<file path="src/rtl/gamma_cycle_sequencer.sv">
`default_nettype none
// ============================================================================
// gamma_cycle_sequencer : reset / run-window / timestamp sequencer for a
//                         race-logic primitive array.       Revision: 1.0
// ============================================================================
module gamma_cycle_sequencer #(
    parameter int GAMMA_CYCLE_WIDTH = 16,
    parameter int RST_CYCLES        = 1,
    parameter int NUM_LANES         = 4,
    localparam int TW               = $clog2(GAMMA_CYCLE_WIDTH) + 1
) (
    input  logic                    aclk,
    input  logic                    grst,
    input  logic                    start,
    input  logic                    cont,
    input  logic                    stop,
    input  logic [NUM_LANES-1:0]    lane_q,
    output logic                    gamma_rst,
    output logic                    in_en,
    output logic [TW-1:0]           gamma_tick,
    output logic                    busy,
    output logic                    done,
    output logic [NUM_LANES-1:0]    spike_valid,
    output logic [NUM_LANES*TW-1:0] spike_time
);

    localparam int CMAX = (GAMMA_CYCLE_WIDTH > RST_CYCLES) ? GAMMA_CYCLE_WIDTH : RST_CYCLES;
    localparam int CW   = $clog2(CMAX) + 1;
    localparam logic [CW-1:0] C_RST_LAST = CW'(RST_CYCLES - 1);
    localparam logic [CW-1:0] C_RUN_LAST = CW'(GAMMA_CYCLE_WIDTH - 1);
    localparam logic [TW-1:0] C_INF      = TW'(GAMMA_CYCLE_WIDTH);

    typedef enum logic [1:0] {
        S_IDLE   = 2'd0,
        S_RST    = 2'd1,
        S_RUN    = 2'd2,
        S_REPORT = 2'd3
    } state_t;

    state_t                  state_q, state_d;
    logic [CW-1:0]           cnt_q, cnt_d;
    logic                    gamma_rst_q, gamma_rst_d;
    logic                    in_en_q, in_en_d;
    logic [TW-1:0]           tick_q, tick_d;
    logic                    busy_q, busy_d;
    logic                    done_q, done_d;
    logic [NUM_LANES-1:0]    valid_q, valid_d;
    logic [NUM_LANES*TW-1:0] time_q, time_d;

    always_comb begin
        state_d = state_q;
        cnt_d   = cnt_q;
        case (state_q)
            S_IDLE: begin
                if (start && !stop) begin
                    state_d = S_RST;
                    cnt_d   = '0;
                end
            end
            S_RST: begin
                if (stop) begin
                    state_d = S_IDLE;
                    cnt_d   = '0;
                end else if (cnt_q == C_RST_LAST) begin
                    state_d = S_RUN;
                    cnt_d   = '0;
                end else begin
                    cnt_d = cnt_q + 1'b1;
                end
            end
            S_RUN: begin
                if (stop) begin
                    state_d = S_IDLE;
                    cnt_d   = '0;
                end else if (cnt_q == C_RUN_LAST) begin
                    state_d = S_REPORT;
                    cnt_d   = '0;
                end else begin
                    cnt_d = cnt_q + 1'b1;
                end
            end
            S_REPORT: begin
                cnt_d   = '0;
                state_d = (cont && !stop) ? S_RST : S_IDLE;
            end
            default: begin
                state_d = S_IDLE;
                cnt_d   = '0;
            end
        endcase
    end

    // Outputs are registered, so they are decoded from the next state.
    always_comb begin
        gamma_rst_d = (state_d == S_RST);
        in_en_d     = (state_d == S_RUN);
        busy_d      = (state_d != S_IDLE);
        done_d      = (state_d == S_REPORT);
        tick_d      = (state_d == S_RUN) ? cnt_d[TW-1:0] : '0;
    end

    // Results clear on RST entry and otherwise only change on a lane's first RUN high.
    always_comb begin
        valid_d = valid_q;
        time_d  = time_q;
        if (state_d == S_RST && state_q != S_RST) begin
            valid_d = '0;
            time_d  = {NUM_LANES{C_INF}};
        end else if (state_q == S_RUN) begin
            for (int i = 0; i < NUM_LANES; i++) begin
                if (!valid_q[i] && lane_q[i]) begin
                    valid_d[i]          = 1'b1;
                    time_d[i*TW +: TW]  = cnt_q[TW-1:0];
                end
            end
        end
    end

    always_ff @(posedge aclk) begin
        if (grst) begin
            state_q     <= S_IDLE;
            cnt_q       <= '0;
            gamma_rst_q <= 1'b0;
            in_en_q     <= 1'b0;
            tick_q      <= '0;
            busy_q      <= 1'b0;
            done_q      <= 1'b0;
            valid_q     <= '0;
            time_q      <= '0;
        end else begin
            state_q     <= state_d;
            cnt_q       <= cnt_d;
            gamma_rst_q <= gamma_rst_d;
            in_en_q     <= in_en_d;
            tick_q      <= tick_d;
            busy_q      <= busy_d;
            done_q      <= done_d;
            valid_q     <= valid_d;
            time_q      <= time_d;
        end
    end

    assign gamma_rst   = gamma_rst_q;
    assign in_en       = in_en_q;
    assign gamma_tick  = tick_q;
    assign busy        = busy_q;
    assign done        = done_q;
    assign spike_valid = valid_q;
    assign spike_time  = time_q;

endmodule
`default_nettype wire
</file>
<file path="config.mk">
export PLATFORM = sky130hd
export DESIGN_NAME = gamma_cycle_sequencer
export DESIGN_NICKNAME = d
export VERILOG_FILES = /design/src/rtl/gamma_cycle_sequencer.sv
export SDC_FILE = /design/constraint.sdc
export NUM_CORES = 1
export LEC_CHECK = 0
export BUFFER_PORTS_ARGS = -buffer_cell sky130_fd_sc_hd__buf_2
export CORE_MARGIN = 3
export CORE_UTILIZATION = 34
export CTS_CLUSTER_SIZE = 40
export DETAILED_ROUTE_END_ITERATION = 6
export REMOVE_ABC_BUFFERS = 1
export SLEW_MARGIN = 0
export SYNTH_ARGS = -nofsm -noshare
export SYNTH_HDL_FRONTEND = slang
export SYNTH_SLANG_ARGS = --single-unit
</file>
<file path="constraint.sdc">
create_clock -name aclk -period 2.38 [get_ports aclk]
set_input_delay 0.238 -clock aclk [delete_from_list [all_inputs] [get_ports aclk]]
set_output_delay 0.238 -clock aclk [all_outputs]
set_load 0.005 [all_outputs]
</file>
==> run_results.csv <==
group,metric,value,unit
critical_path,cp_top_family,"simple AND/OR/NAND/NOR gates",
critical_path,r2r-end,"cnt_q[2]",
critical_path,crit_slowest_cell,"or3b_2",
final_layout,layout_common_cells,"buf_2, dfxtp_1, nor2_1, mux2i_1",
floorplan,rows,24,
placement,gp_congestion,0.778,
placement,pre_cts_ws,0.251,ns
routing,drc,0,
clock_tree,cts_setup_buffers,0,
worst_hold_path,min_to,"spike_valid[1]",
floorplan,design.die.area,5810,µm²
global_routing,grt_max_degree,21,
sta,worst_slack,0.192,ns
floorplan,num_io_pins,42,
sta,hold_viol,0,
global_routing,grt_pass1_vias,1293,
sta,finClkSkew,0.00929,ns
power,power_density,672,nW/µm²
routing,wirelength,3610,µm
global_routing,antenna_found_initial,0,
synth,synth_top_area_cell,"dfxtp_1",
worst_hold_path,hold_start,"lane_q[1]",
synth,seq_area_frac_synth,47.7,%
sta,rsz0062_at_grt,"false",
synth,synth_area_per_cell,9.48,µm²
synth,ys_ff_latch,40,
critical_path,worst_ep_arrival_time,2.42,ns
clock_tree,clk_pin_slew_worst_paths,0.08,ns
global_routing,busiest_layer,"met2",
synth,synthTopCellsByArea,"dfxtp_1, mux2i_1, nor2_1",
sta,slew_violations,0,
floorplan,core_region_area,4560,µm²
global_routing,track_usage,13.1,%
flow_run,cap_violations,0,
critical_path,end_kind,"flip-flop",
synth,syn_area,1680,µm²
critical_path,start_kind,"flip-flop",
placement,hpwl,2600,µm
routing,antenna_left,0,
final_layout,final_common_cell,"buf_2",
critical_path,worst-path-buf-inv,1,
final_layout,n_antenna_cell,0,
global_routing,grt-ovfl-total,0,
synth,ys_async_sr_fraction,0,%
critical_path,cp_max_fo,7,
synth,synth_cell_types,34,
critical_path,crit_type,"reg -> reg",
sta,setup_tns,0,ns
synth,yosys.area.top_type_share,47.7,%
clock_tree,clockBufferDepth,2,
final_layout,layout.nets,231,
sta,post-route-period-util,91.9,%
power,vdd_drop_max,343,µV
clock_tree,clk_latency,0.29,ns
critical_path,worstRegToRegCells,8,
worst_hold_path,hp-class,"in -> reg",
clock_tree,htree_levels,2,
clock_tree,ctsHoldBuffers,0,
worst_hold_path,hold_depth,3,
synth,synth_ff_type,"dfxtp_1",
routing,first_pass_iters,4,
sta,fmax,457,MHz
sta,relSlewSlack,67.1,%
synth,ys.warnings.count,0,
synth,syn_inst,177,
synth,synth-edff-count,0,
clock_tree,clock_sinks,40,
run_status,outcome,"completed",
critical_path,max_stage_delay,0.46,ns
sta,tightest_slew,0.489,ns
global_routing,grt_use_met3,5.44,%
clock_tree,cts_buffers,5,
final_layout,area_delta_synth_final,22.4,%
placement,port-buffer-count,41,
critical_path,path_cells,"ha_1, nand3_1, inv_1, ha_1, or3b_2, a2111oi_0, a311oi_1, nor2_1",
floorplan,die_h,76.3,µm
final_layout,drive_gt1_share,27.9,%
floorplan,chipWidth,76.3,µm
critical_path,r2r_start,"cnt_q[0]",
clock_tree,cts_tree,"yes",
global_routing,met2_usage,19.3,%
routing,vias,1331,
sta,min_period,2.19,ns
global_routing,grt_pass1_wl,6130,µm
sta,finalSetupViolCount,0,
power,p_leak,0.906,nW
critical_path,crit_top_cell,"ha_1",
routing,routedWlPerCell,12.7,µm
global_routing,grtUsageMet1,17.1,%
critical_path,r2r_setup_slack,0.19,ns
routing,via_per_inst,4.69,
clock_tree,root_buffer,"clkbuf_8",
critical_path,crit_required,2.61,ns
clock_tree,cts-resized-gates,0,
floorplan,start_util,36.8,%
routing,drtIter0Drc,79,
==> Yosys cell counts (2+ instances only) <==
library cell,n
buf_2,8
o21ai_0,9
mux2i_1,22
nand2b_1,3
and2_1,2
dfxtp_1,40
and3_1,2
inv_1,9
ha_1,4
nor2_1,33
nand3_1,3
and3b_1,5
a21oi_1,8
nor2b_1,4
a2111oi_0,2
or3b_2,2
clkbuf_1,4
==> logic make-up after synthesis <==
| kind of cell | synth area share (%) |
|---|---|
| DFF | 47.7 |
| buffers and inverters | 6.41 |
| muxes | 13.1 |
| and+or+nand+nor | 19.2 |
| AOI/OAI and AO/OA | 10.5 |
| adders and majority gates | 2.98 |
==> layout make-up <==
cell class | count | area (µm²)
clock buffers | 5 | 68.8
clock inverters | 3 | 42.5
fillers | 487 | 2510
inverters | 9 | 33.8
multi-input cells | 114 | 769
flip-flops and latches | 40 | 801
well taps | 65 | 81.3
repair buffers | 48 | 258
==> sequential cells by signal, summed over array words and instances (netlist names) <==
name         flops
done             1
cnt_q            5
in_en            1
gamma_tick       5
gamma_rst        1
busy             1
spike_valid      4
state_q          2
spike_time      20
==> worst max-delay path by stage <==
stage	startpoint	end	slack [ns]	depth (start not counted)
after floorplan	cnt_q[0]	gamma_tick[2]	0.42	8
after global placement	cnt_q[0]	gamma_tick[2]	0.30	8
after detailed placement	cnt_q[0]	cnt_q[2]	0.25	8
after CTS	cnt_q[0]	cnt_q[2]	0.21	8
after global routing	cnt_q[0]	cnt_q[3]	0.04	8
final	cnt_q[0]	cnt_q[2]	0.19	8
==> worst reg2reg max path, stage by stage, from the launching register on <==
cell,delay (ns)
dfxtp_1,0.38
ha_1,0.26
nand3_1,0.12
inv_1,0.05
ha_1,0.20
or3b_2,0.46
a2111oi_0,0.43
a311oi_1,0.12
nor2_1,0.10
==> through the flow <==
step	total power [W]	instance area [µm²]	util, %	hold slack (ns)	instances
after global routing	0.00144	2050	45.0	0.175	284
final	0.00138	2050	45.0	0.183	284
after detailed placement	0.000850	1940	42.6	0.474	276
after global placement	0.000851	1940	42.6	0.462	276
after CTS	0.00140	2050	45.0	0.179	284
after floorplan	0.000792	1600	-	0.307	163
==> power breakdown <==
| part | switching [W] | internal, W |
|---|---|---|
| Sequential | 0.0000150 | 0.000692 |
| Clock | 0.000234 | 0.000310 |
| Combinational | 0.0000733 | 0.0000561 |
| Total | 0.000322 | 0.00106 |
==> per-layer routing <==
metal | wire length, µm | vias up
met5 | 0 | -
met1 | 1790 | 604
met4 | 51 | 0
met3 | 226 | 7
li1 | - | 685
met2 | 1540 | 35
(Power assumes the default switching activity.)
